## src/rtl/instruction_memory_master_if.sv

```systemverilog
// Client request/response and memory-side signals of the
// instruction memory master, with block-side and environment-side views.
interface instruction_memory_master_if;
   logic        req_valid;
   logic        req_ready;
   logic        req_write;
   logic [31:0] req_address;
   logic [31:0] req_data;
   logic [2:0]  req_burst;
   logic        resp_valid;
   logic [31:0] resp_data;
   logic        resp_last;
   logic        resp_error;
   logic        busy;
   logic [31:0] mem_address;
   logic        mem_mode;
   logic [31:0] mem_data_in;
   logic [31:0] mem_data_out;

   modport master (
      input  req_valid,
      input  req_write,
      input  req_address,
      input  req_data,
      input  req_burst,
      input  mem_data_out,
      output req_ready,
      output resp_valid,
      output resp_data,
      output resp_last,
      output resp_error,
      output busy,
      output mem_address,
      output mem_mode,
      output mem_data_in
   );

   modport slave (
      output req_valid,
      output req_write,
      output req_address,
      output req_data,
      output req_burst,
      output mem_data_out,
      input  req_ready,
      input  resp_valid,
      input  resp_data,
      input  resp_last,
      input  resp_error,
      input  busy,
      input  mem_address,
      input  mem_mode,
      input  mem_data_in
   );
endinterface

```

## src/rtl/instruction_memory_master.sv

```systemverilog
// Single-request memory master: one-cycle writes and pipelined
// read bursts against a memory with one cycle of read latency.
module instruction_memory_master #(
   parameter int MEM_SIZE  = 80,
   parameter int MAX_BURST = 4
) (
   input logic                         clock,
   input logic                         reset_n,
   instruction_memory_master_if.master bus
);

   typedef enum logic [1:0] {
      IDLE,
      WRITE,
      READ
   } state_t;

   localparam logic [31:0] LIMIT = 32'(MEM_SIZE);
   localparam logic [3:0]  MAXB  = 4'(MAX_BURST);

   state_t      state;
   state_t      state_n;

   logic [31:0] addr_q;
   logic [31:0] wdata_q;
   logic [3:0]  len_q;
   logic [3:0]  iss_q;
   logic [3:0]  len_eff;
   logic [3:0]  burst4;
   logic [3:0]  iss_nx;

   logic        accept;
   logic        issue;
   logic        in_range;
   logic        ready;

   logic        p_v;
   logic        p_last;
   logic        p_err;

   logic        rv_q;
   logic [31:0] rd_q;
   logic        rl_q;
   logic        re_q;

   assign ready    = (state == IDLE) && reset_n;
   assign accept   = bus.req_valid && ready;
   assign issue    = (state == READ) && (iss_q < len_q);
   assign in_range = addr_q < LIMIT;
   assign iss_nx   = iss_q + 4'd1;
   assign burst4   = {1'b0, bus.req_burst};

   always_comb begin
      len_eff = burst4;
      if (burst4 == 4'd0)
         len_eff = 4'd1;
      else if (burst4 > MAXB)
         len_eff = MAXB;
   end

   always_ff @(posedge clock or negedge reset_n) begin
      if (!reset_n)
         state <= IDLE;
      else
         state <= state_n;
   end

   // READ stays until the last beat leaves the capture stage
   always_comb begin
      state_n = state;
      unique case (state)
         IDLE: begin
            if (accept)
               state_n = bus.req_write ? WRITE : READ;
         end
         WRITE: state_n = IDLE;
         READ: begin
            if (p_v && p_last)
               state_n = IDLE;
         end
         default: state_n = IDLE;
      endcase
   end

   always_ff @(posedge clock or negedge reset_n) begin
      if (!reset_n) begin
         addr_q  <= '0;
         wdata_q <= '0;
         len_q   <= '0;
         iss_q   <= '0;
         p_v     <= 1'b0;
         p_last  <= 1'b0;
         p_err   <= 1'b0;
         rv_q    <= 1'b0;
         rd_q    <= '0;
         rl_q    <= 1'b0;
         re_q    <= 1'b0;
      end else begin
         p_v    <= 1'b0;
         p_last <= 1'b0;
         p_err  <= 1'b0;
         rv_q   <= 1'b0;
         rd_q   <= '0;
         rl_q   <= 1'b0;
         re_q   <= 1'b0;
         if (accept) begin
            addr_q  <= bus.req_address;
            wdata_q <= bus.req_data;
            len_q   <= len_eff;
            iss_q   <= '0;
         end
         if (state == WRITE) begin
            rv_q <= 1'b1;
            rl_q <= 1'b1;
            re_q <= !in_range;
         end
         // address holds on the final beat so IDLE keeps it
         if (issue) begin
            p_v    <= 1'b1;
            p_last <= (iss_nx == len_q);
            p_err  <= !in_range;
            iss_q  <= iss_nx;
            if (iss_nx < len_q)
               addr_q <= addr_q + 32'd1;
         end
         if (p_v) begin
            rv_q <= 1'b1;
            rl_q <= p_last;
            re_q <= p_err;
            rd_q <= p_err ? 32'd0 : bus.mem_data_out;
         end
      end
   end

   assign bus.req_ready   = ready;
   assign bus.busy        = (state != IDLE);
   assign bus.mem_mode    = (state == WRITE) && in_range;
   assign bus.mem_address = addr_q;
   assign bus.mem_data_in = wdata_q;
   assign bus.resp_valid  = rv_q;
   assign bus.resp_data   = rd_q;
   assign bus.resp_last   = rl_q;
   assign bus.resp_error  = re_q;

endmodule

```

## src/flat_wrapper.sv

```systemverilog
// flat-port wrapper written by rule: the top's interface ports become plain ports
module instruction_memory_master_flat 
#(
   parameter int MEM_SIZE  = 80,
   parameter int MAX_BURST = 4
)
  (clock, reset_n, bus_req_valid, bus_req_write, bus_req_address, bus_req_data, bus_req_burst, bus_mem_data_out, bus_req_ready, bus_resp_valid, bus_resp_data, bus_resp_last, bus_resp_error, bus_busy, bus_mem_address, bus_mem_mode, bus_mem_data_in);
  instruction_memory_master_if bus_i ();
  input logic clock;
  input logic reset_n;
  input wire logic [$bits(bus_i.req_valid)-1:0] bus_req_valid;
  input wire logic [$bits(bus_i.req_write)-1:0] bus_req_write;
  input wire logic [$bits(bus_i.req_address)-1:0] bus_req_address;
  input wire logic [$bits(bus_i.req_data)-1:0] bus_req_data;
  input wire logic [$bits(bus_i.req_burst)-1:0] bus_req_burst;
  input wire logic [$bits(bus_i.mem_data_out)-1:0] bus_mem_data_out;
  output wire logic [$bits(bus_i.req_ready)-1:0] bus_req_ready;
  output wire logic [$bits(bus_i.resp_valid)-1:0] bus_resp_valid;
  output wire logic [$bits(bus_i.resp_data)-1:0] bus_resp_data;
  output wire logic [$bits(bus_i.resp_last)-1:0] bus_resp_last;
  output wire logic [$bits(bus_i.resp_error)-1:0] bus_resp_error;
  output wire logic [$bits(bus_i.busy)-1:0] bus_busy;
  output wire logic [$bits(bus_i.mem_address)-1:0] bus_mem_address;
  output wire logic [$bits(bus_i.mem_mode)-1:0] bus_mem_mode;
  output wire logic [$bits(bus_i.mem_data_in)-1:0] bus_mem_data_in;
  assign bus_i.req_valid = bus_req_valid;
  assign bus_i.req_write = bus_req_write;
  assign bus_i.req_address = bus_req_address;
  assign bus_i.req_data = bus_req_data;
  assign bus_i.req_burst = bus_req_burst;
  assign bus_i.mem_data_out = bus_mem_data_out;
  assign bus_req_ready = bus_i.req_ready;
  assign bus_resp_valid = bus_i.resp_valid;
  assign bus_resp_data = bus_i.resp_data;
  assign bus_resp_last = bus_i.resp_last;
  assign bus_resp_error = bus_i.resp_error;
  assign bus_busy = bus_i.busy;
  assign bus_mem_address = bus_i.mem_address;
  assign bus_mem_mode = bus_i.mem_mode;
  assign bus_mem_data_in = bus_i.mem_data_in;
  instruction_memory_master #(.MEM_SIZE(MEM_SIZE), .MAX_BURST(MAX_BURST)) u_core (.clock(clock), .reset_n(reset_n), .bus(bus_i));
endmodule
```

## config.mk

```make
export PLATFORM = sky130hd
export DESIGN_NAME = instruction_memory_master_flat
export DESIGN_NICKNAME = d
export VERILOG_FILES = /design/src/rtl/instruction_memory_master_if.sv /design/src/rtl/instruction_memory_master.sv /design/src/flat_wrapper.sv
export SDC_FILE = /design/constraint.sdc
export NUM_CORES = 1
export LEC_CHECK = 0
export ABC_AREA = 1
export BUFFER_PORTS_ARGS = -buffer_cell sky130_fd_sc_hd__buf_4
export CORE_ASPECT_RATIO = 1.25
export CORE_UTILIZATION = 50
export DETAILED_ROUTE_END_ITERATION = 16
export PLACE_DENSITY = 0.81
export SYNTH_ARGS = -nofsm -noshare
export SYNTH_HDL_FRONTEND = slang
export SYNTH_SLANG_ARGS = --single-unit
```

## constraint.sdc

```tcl
create_clock -name clock -period 2.1 [get_ports clock]
set_input_delay 0.105 -clock clock [delete_from_list [all_inputs] [get_ports clock]]
set_output_delay 0.105 -clock clock [all_outputs]
set_load 0.02 [all_outputs]
```

==> results by stage, run 1 <==
STA:
- The shortest period the worst path allows is 1980 ps.
- Setup repair after global routing could not meet its margin everywhere.
- The final critical-path setup slack is 117 ps.
- Across the routed clock network, the largest skew measured is 8.14 ps.
- The final count of pins violating max slew is 0.
- The maximum frequency from static timing analysis is 504 MHz.
- The hold violation count in the final report is 0.
- Setup violations remaining at the end of the flow were counted as 0.
- In this run the tightest slew margin relative to its limit is 0.547.
- In the finished design, the share of the clock period the worst path needs comes to 0.944.
- The sum of negative setup slack is 0 ps.
- Hold timing on the final database bottoms out at a slack of 36.6 ps.
- The slew of the pin with the lowest slew margin is 680 ps.

Synthesis:
- The dominant combinational cell family by area after synthesis is simple AND/OR/NAND/NOR gates.
- The Yosys step of the flow raised 0 warnings.
- The synthesized-area fraction occupied by xor and xnor cells is 0.0204.
- The count of cell types in the netlist is 29.
- The fraction of the mapped netlist area in compound gates came to 0.0578.
- Synthesis produced 747 cells.
- The simple logic cell fraction of the synthesized area is 0.323.
- The share of the yosys chip area belonging to registers is 0.498.
- Synthesis produced a netlist with a net count of 858.
- The synthesized area per cell is 7.47 um2.
- The multiplexer fraction of the synthesized cell area is 0.
- Of the total synthesized cell area, the portion taken by full adders, half adders and majority gates is 0.0179.
- The synthesized netlist occupies a cell area of 5580 um2.
- The number of storage elements in the synthesis netlist is 111.

Hold path:
- The worst hold path terminates at u_core.len_q[2].
- The startpoint identified for the worst hold timing path is bus_req_burst[2].
- The type of the most critical hold path is in -> reg.
- Counting instances, the worst hold path has a depth of 3.

Outcome:
- The flow ran to the end, and the final reports show no timing, DRC or antenna violations.

Floorplanning:
- The placeable core region is 10700 um2.
- The total die area is 11600 um2.
- For this configuration, the core starts out at a cell density of 0.521.
- The floorplan step set the die height to 120 um.
- The number of cell rows is 42.
- The width of the die is 96.5 um.
- In this run the count of I/O pins placed on the die edge is 205.

Final layout:
- The area growth from synthesis to final layout is 49.5%.
- The area of the multi-input gates is 2350 um2.
- The number of antenna cells inserted is 0.
- Fill cells in the final layout number 753.
- The top cell types in the final layout, fill and taps aside, are sky130_fd_sc_hd__nand2_1, sky130_fd_sc_hd__buf_4, sky130_fd_sc_hd__dfrtp_1.
- The final cell area excluding filler cells is 8340 um2.
- The area taken by flip-flops and latches is 2780 um2.
- Of the cells placed in the final design, the portion with a size suffix greater than 1 is 0.253.
- The final-stage net count is 1131.
- The leading cell type in the layout, fill and taps excluded is sky130_fd_sc_hd__nand2_1.

Setup path:
- The stage delay of the slowest cell on the critical path is 390 ps.
- The cell type with the highest occurrence count on the critical path is sky130_fd_sc_hd__nand2_1.
- The category of the most critical setup path is reg -> reg.
- At the worst endpoint, the arrival time is 2220 ps.
- The signal on the critical path passes through ha_1 > ha_4 > nand2_1 > nand2_1 > nand2_1 > nand3_1 > nor2_4 > clkbuf_16 > o21ai_0.
- Counting cells, the worst reg-to-reg path comes to 9.
- The required time of the critical path is 2340 ps.
- The largest individual stage delay along the critical path comes from the cell sky130_fd_sc_hd__dfrtp_1.
- The minimum setup slack among reg-to-reg paths is 120 ps.
- In this run the worst path has a maximum fanout of 20.
- The capture point of the worst reg-to-reg path is u_core.bus.mem_address[4].
- The type of element capturing the critical path is a flip-flop.
- The worst setup path is launched from a flip-flop.
- The origin of the critical flop-to-flop path is u_core.iss_q[1].

Placement:
- The half-perimeter wire length after placement is 11.4 mm.
- The congestion estimate from routability-driven global placement came to 0.943.
- The total placed instance area is 7270 um2.
- During placement, the flow inserted port buffers numbering 204.
- The setup slack at placement is 129 ps.

Pwr:
- The power consumption is 0.00424 W.
- The static power due to leakage is 4.78 nW.
- IR analysis of the VDD net gives a maximum drop of 0.000431 V.
- Power spread over the standard cell area amounts to 508 nW/um2.

Detailed routing:
- The count of TritonRoute iterations in the first routing pass is 5.
- The remaining number of nets flagged by the antenna check after routing is 0.
- The residual DRC count is 0.
- The initial detailed-routing violation count is 289.
- The average detailed-routed wire length per instance is 15.9 um.
- Across all layers, the routed design uses 5797 vias.
- Summed over all layers, the routed wires come to 18.4 mm.
- In the routed layout, each cell is associated on average with a via count of 5.01.

Global routing:
- The initial antenna violation count is 0.
- Across every metal layer, demand over resource in global routing totals 0.328.
- The global-route wire length before repair is 28.6 mm.
- The number of global-route vias before repair came to 5911.
- The largest net degree at the start of global routing is 59.
- Global routing finished with a remaining overflow of 0.

Clocking:
- The clock latency reported for the late side of the worst-skew pair is 350 ps.
- In this run the deepest clock path goes through 2 buffers.
- CTS placed an instance of sky130_fd_sc_hd__clkbuf_16 at the clock tree root.
- The clock net in this run drives a total of 111 sinks.
- TritonCTS built the clock tree.
- In this run, CTS created clock tree buffers numbering 9.
- The number of levels in the clock H-tree is 3.
- After clock tree synthesis, the clock-pin slew on the worst setup and hold paths is 70 ps.

Flow run:
- Max-cap violations in this run came to 0.
## logic make-up after synthesis
logic type | count (synthesis)
flops | 111
buf+inv | 116
fa+ha+maj | 8
xor+xnor | 13
compound gates | 62
simple gates | 437
## critical path, delay by kind of cell, from the launching register on
family                   cells  cell delay [ps]
adder cells (fa/ha/maj)      2              580
AND/OR/NAND/NOR              5              550
flip-flops                   1              390
buffers and inverters        1              250
AO/OA/AOI/OAI                1               90
## Yosys cell counts, drive strengths merged
library cell	n	area [um2]
a21oi	4	20.0
buf	17	90.1
clkbuf	7	26.3
dfrtp	111	2780
ha	8	100
inv	92	345
nand2	299	1140
nand3	26	135
nand3b	1	7.51
nand4	6	37.5
nor2	96	429
nor3	3	20.0
o21a	1	7.51
o21ai	53	265
o21bai	3	22.5
o31ai	1	7.51
or2	6	37.5
xor2	13	114
## per-stage QoR
stage               std cells  utilization
floorplan                 747            -
global placement         1070        0.678
detailed placement       1070        0.678
CTS                      1153        0.769
global route             1157        0.778
finish                   1157        0.778
## report_power, final
part	switching, W	leakage, nW	total [W]	internal (W)
Clock	0.000817	0.147	0.00179	0.000971
Sequential	0	1.38	0.00214	0.00214
Combinational	0.000109	3.26	0.000316	0.000207
Total	0.000926	4.78	0.00424	0.00331
## cell type report
class / instances / area share
Clock buffer: 11 / 0.0291
Tap cell: 132 / 0.0198
Inverter: 92 / 0.0414
Multi-Input combinational cell: 520 / 0.282
Timing Repair Buffer: 286 / 0.287
Sequential cell: 111 / 0.333
Clock inverter: 5 / 0.00765
## how the worst max path moves through the flow
stage	from	to	slack (ps)
floorplan	u_core.iss_q[0]	u_core.bus.mem_address[5]	240
global placement	u_core.iss_q[1]	u_core.bus.mem_address[24]	200
detailed placement	u_core.iss_q[1]	u_core.bus.mem_address[24]	130
CTS	u_core.iss_q[1]	u_core.bus.mem_address[24]	110
global route	u_core.iss_q[1]	u_core.bus.mem_address[24]	9
finish	u_core.iss_q[1]	u_core.bus.mem_address[4]	120
## timing repair
action,CTS,global route
endpoints found under the hold margin,75,0
hold buffers,67,0
setup endpoints to repair,0,6
buffers inserted,0,1
gates resized for setup,0,1
## flip-flops by register name, summed over array words and instances, names as in the netlist
register / cells
u_core.bus.resp_data: 32
u_core.p_v: 1
u_core.len_q: 3
u_core.p_last: 1
u_core.iss_q: 4
u_core.bus.resp_valid: 1
u_core.bus.mem_address: 32
u_core.bus.resp_last: 1
u_core.bus.mem_data_in: 32
u_core.bus.resp_error: 1
u_core.p_err: 1
u_core.state: 2
## metal layers
| layer | wire, um | vias to the layer above | share of wire | track usage |
|---|---|---|---|---|
| met4 | 648 | 0 | 0.035 | 0.138 |
| met5 | 0 | - | 0 | 0 |
| met3 | 1460 | 50 | 0.079 | 0.0938 |
| met1 | 6680 | 2693 | 0.36 | 0.369 |
| met2 | 9630 | 246 | 0.52 | 0.567 |
| li1 | - | 2808 | - | - |
Note: power is estimated with default switching activity, not from simulation.
==> inputs of run 2 (changes only) <==
- PLACE_DENSITY: 0.81 -> 0.78
==> run 2 against run 1 <==
Compared with the run above:
- via count down 0.21%
- first-iteration DRC count down 22%
- clock skew up 5.1 ps
- routed wire length down 1.4%
- critical path depth up 2
- register-to-register slack better by 30 ps
- largest cell class unchanged
- largest power group unchanged
==> results by stage, run 2 (synthesis results as in run 1) <==
Floorplanning:
- The placeable core region is 10700 um2 (unchanged).
- The width of the die is 96.5 um (unchanged).
- The starting utilization of the core area is 0.521 (unchanged).
- The number of top-level design ports came to 205 (unchanged).
- The number of cell rows is 42 (unchanged).
- The total die area is 11600 um2 (unchanged).
- The overall die height is 120 um (unchanged).

Final layout:
- The filler cell count is 753 (unchanged).
- The library cell used most frequently in the layout, excluding fill and tap cells, is sky130_fd_sc_hd__nand2_1.
- The non-filler instance count after layout was 1152 (-0.43%).
- The number of antenna cells inserted is 0 (unchanged).
- The top cell types in the final layout, fill and taps aside, are sky130_fd_sc_hd__nand2_1, sky130_fd_sc_hd__buf_4, sky130_fd_sc_hd__dfrtp_1.
- The area growth from synthesis to final layout is 47.3%.
- The proportion of layout cells with a drive suffix above 1 came to 0.249 (-0.00366).
- The final-stage net count is 1126 (-0.44%).

Placement:
- The placed instance count is 1069 (-0.093%).
- The half-perimeter wire length after placement is 11.2 mm (-1.5%).
- The setup slack at placement came to 152 ps (+23.8 ps).
- The global placement routability congestion is 0.915 (-3.0%).
- The count of input and output buffers is 204 (unchanged).

Clocking:
- The TritonCTS buffer count is 9 (unchanged).
- The cell sitting at the root of the clock tree is a sky130_fd_sc_hd__clkbuf_16.
- The post-CTS setup buffer count is 0 (unchanged).
- The clock transition at the register clock pins on the worst setup and hold paths after CTS is 80 ps (about the same).
- TritonCTS built the clock tree.
- The clock latency reported for the late side of the worst-skew pair is 360 ps (about the same).
- The maximum number of buffers from clock root to sink came to 2 (unchanged).
- The number of sinks on the clock net was 111 (unchanged).
- The number of levels in the clock H-tree is 3 (unchanged).

STA:
- The slew of the pin with the lowest slew margin came to 729 ps (+48.7 ps).
- The worst slew slack as a fraction of its limit is 0.514 (-0.0325).
- The final critical-path setup slack is 146 ps (+28.8 ps).
- The setup violation total in the final timing report was 0 (unchanged).
- The share of the clock period used by the worst path came to 0.931 (-0.0137).
- The hold violation count in the final report is 0 (unchanged).
- Setup repair after global routing left no endpoint under its margin.
- The worst clock skew on the final layout is 13.3 ps (+5.13 ps).
- The shortest period the worst path allows is 1950 ps (-28.8 ps).
- The sum of negative setup slack came to 0 ps (unchanged).
- The maximum frequency from static timing analysis came to 512 MHz (+1.5%).
- The worst hold slack after final layout came to 9.36 ps (-27.2 ps).
- The final count of pins violating max slew was 0 (unchanged).

Global routing:
- The largest net degree at the start of global routing is 57 (-3.4%).
- The global-route wire length before repair is 28.1 mm (-1.6%).
- The global routing usage summed across all routing layers is 0.323 (-0.00456).
- The number of global-route vias before repair is 5788 (-2.1%).
- The global route total overflow is 0 (unchanged).
- The initial antenna violation count came to 0 (unchanged).

Outcome:
- The flow ran to the end, and the final reports show no timing, DRC or antenna violations.

Setup path:
- The worst setup path is captured at a flip-flop.
- The category of the most critical setup path is reg -> reg.
- The required time of the critical path came to 2350 ps (about the same).
- The arrival time of data at the critical path endpoint came to 2200 ps (-20 ps).
- The critical path launch point type is a flip-flop.
- The critical-path maximum fanout is 41 (+110%).

Detailed routing:
- The count of TritonRoute iterations in the first routing pass came to 5 (unchanged).
- The wire length after detailed routing is 18.2 mm (-1.4%).
- The count of vias placed by the detailed router came to 5785 (-0.21%).
- The via count normalized by instance count is 5.02 (+0.23%).
- The remaining number of nets flagged by the antenna check after routing was 0 (unchanged).
- The average detailed-routed wire length per instance is 15.8 um (-0.99%).
- The residual DRC count is 0 (unchanged).
- The initial detailed-routing violation count is 226 (-22%).

Pwr:
- The total power per unit cell area is 509 nW/um2 (+0.26%).
- The static power due to leakage is 4.75 nW (-0.82%).
- The peak ir drop on the vdd network was 0.000540 V (+25%).

Flow run:
- The number of max-capacitance violations reported is 0 (unchanged).

Hold path:
- The path class of the tightest hold or removal check is in -> reg.
## run 2: what timing repair did
action,in CTS,in global routing
gates resized for setup,0,0
hold buffers,67,0
endpoints found under the hold margin,76,0
## run 2: per-stage QoR
stage / total power, W / utilization / area, um2
5_1_grt: 0.00431 / 0.767 / 8220
3_3_place_gp: 0.00238 / 0.676 / 7250
3_5_place_dp: 0.00238 / 0.676 / 7250
2_1_floorplan: 0.00219 / - / 5580
6_report: 0.00419 / 0.767 / 8220
4_1_cts: 0.00419 / 0.767 / 8220
## run 2: worst paths after layout
| path | slack, ps | depth (start not counted) | start | to |
|---|---|---|---|---|
| setup / recovery | 150 | 11 | u_core.iss_q[1] | u_core.bus.mem_address[6] |
| hold / removal | 9 | 3 | bus_req_burst[1] | u_core.len_q[1] |
| setup reg to reg | 150 | 11 | u_core.iss_q[1] | u_core.bus.mem_address[6] |
| hold reg to reg | 490 | 2 | u_core.bus.mem_data_in[13] | u_core.bus.mem_data_in[13] |
| max in group asynchronous | 1010 | 3 | reset_n | u_core.bus.mem_address[22] |
| min in group asynchronous | 120 | 2 | reset_n | u_core.bus.resp_data[13] |
## run 2: critical path: stages (launching register included)
cell and delay, ps:
sky130_fd_sc_hd__dfrtp_1 430, sky130_fd_sc_hd__ha_1 310, sky130_fd_sc_hd__ha_1 290, sky130_fd_sc_hd__nand2_1 70, sky130_fd_sc_hd__nand2_1 60, sky130_fd_sc_hd__nand2_1 50, sky130_fd_sc_hd__nand3_1 110, sky130_fd_sc_hd__nor2_4 120
sky130_fd_sc_hd__buf_12 210, sky130_fd_sc_hd__nand2_1 70, sky130_fd_sc_hd__o21ai_0 70, sky130_fd_sc_hd__inv_1 50
## run 2: area by class of cell
cell class | count | area [um2] | area share
Inverter | 92 | 345 | 0.0420
Clock buffer | 10 | 239 | 0.0291
Timing Repair Buffer | 281 | 2290 | 0.279
Tap cell | 132 | 165 | 0.0201
Clock inverter | 6 | 62.6 | 0.00761
Multi-Input combinational cell | 520 | 2340 | 0.285
Sequential cell | 111 | 2780 | 0.338
## run 2: power by group
part           switching, W  total (W)  leakage [nW]  internal [W]
clock network      0.000860    0.00173         0.148      0.000871
registers                 0    0.00214          1.38       0.00214
logic              0.000115   0.000322          3.22      0.000207
## run 2: layer usage
metal  wire [um]  GRT usage  up-vias
met5           0          0        -
met4         795      0.161        0
met3        1330     0.0817       58
met2        9260      0.547      248
met1        6780      0.371     2677
li1            -          -     2802
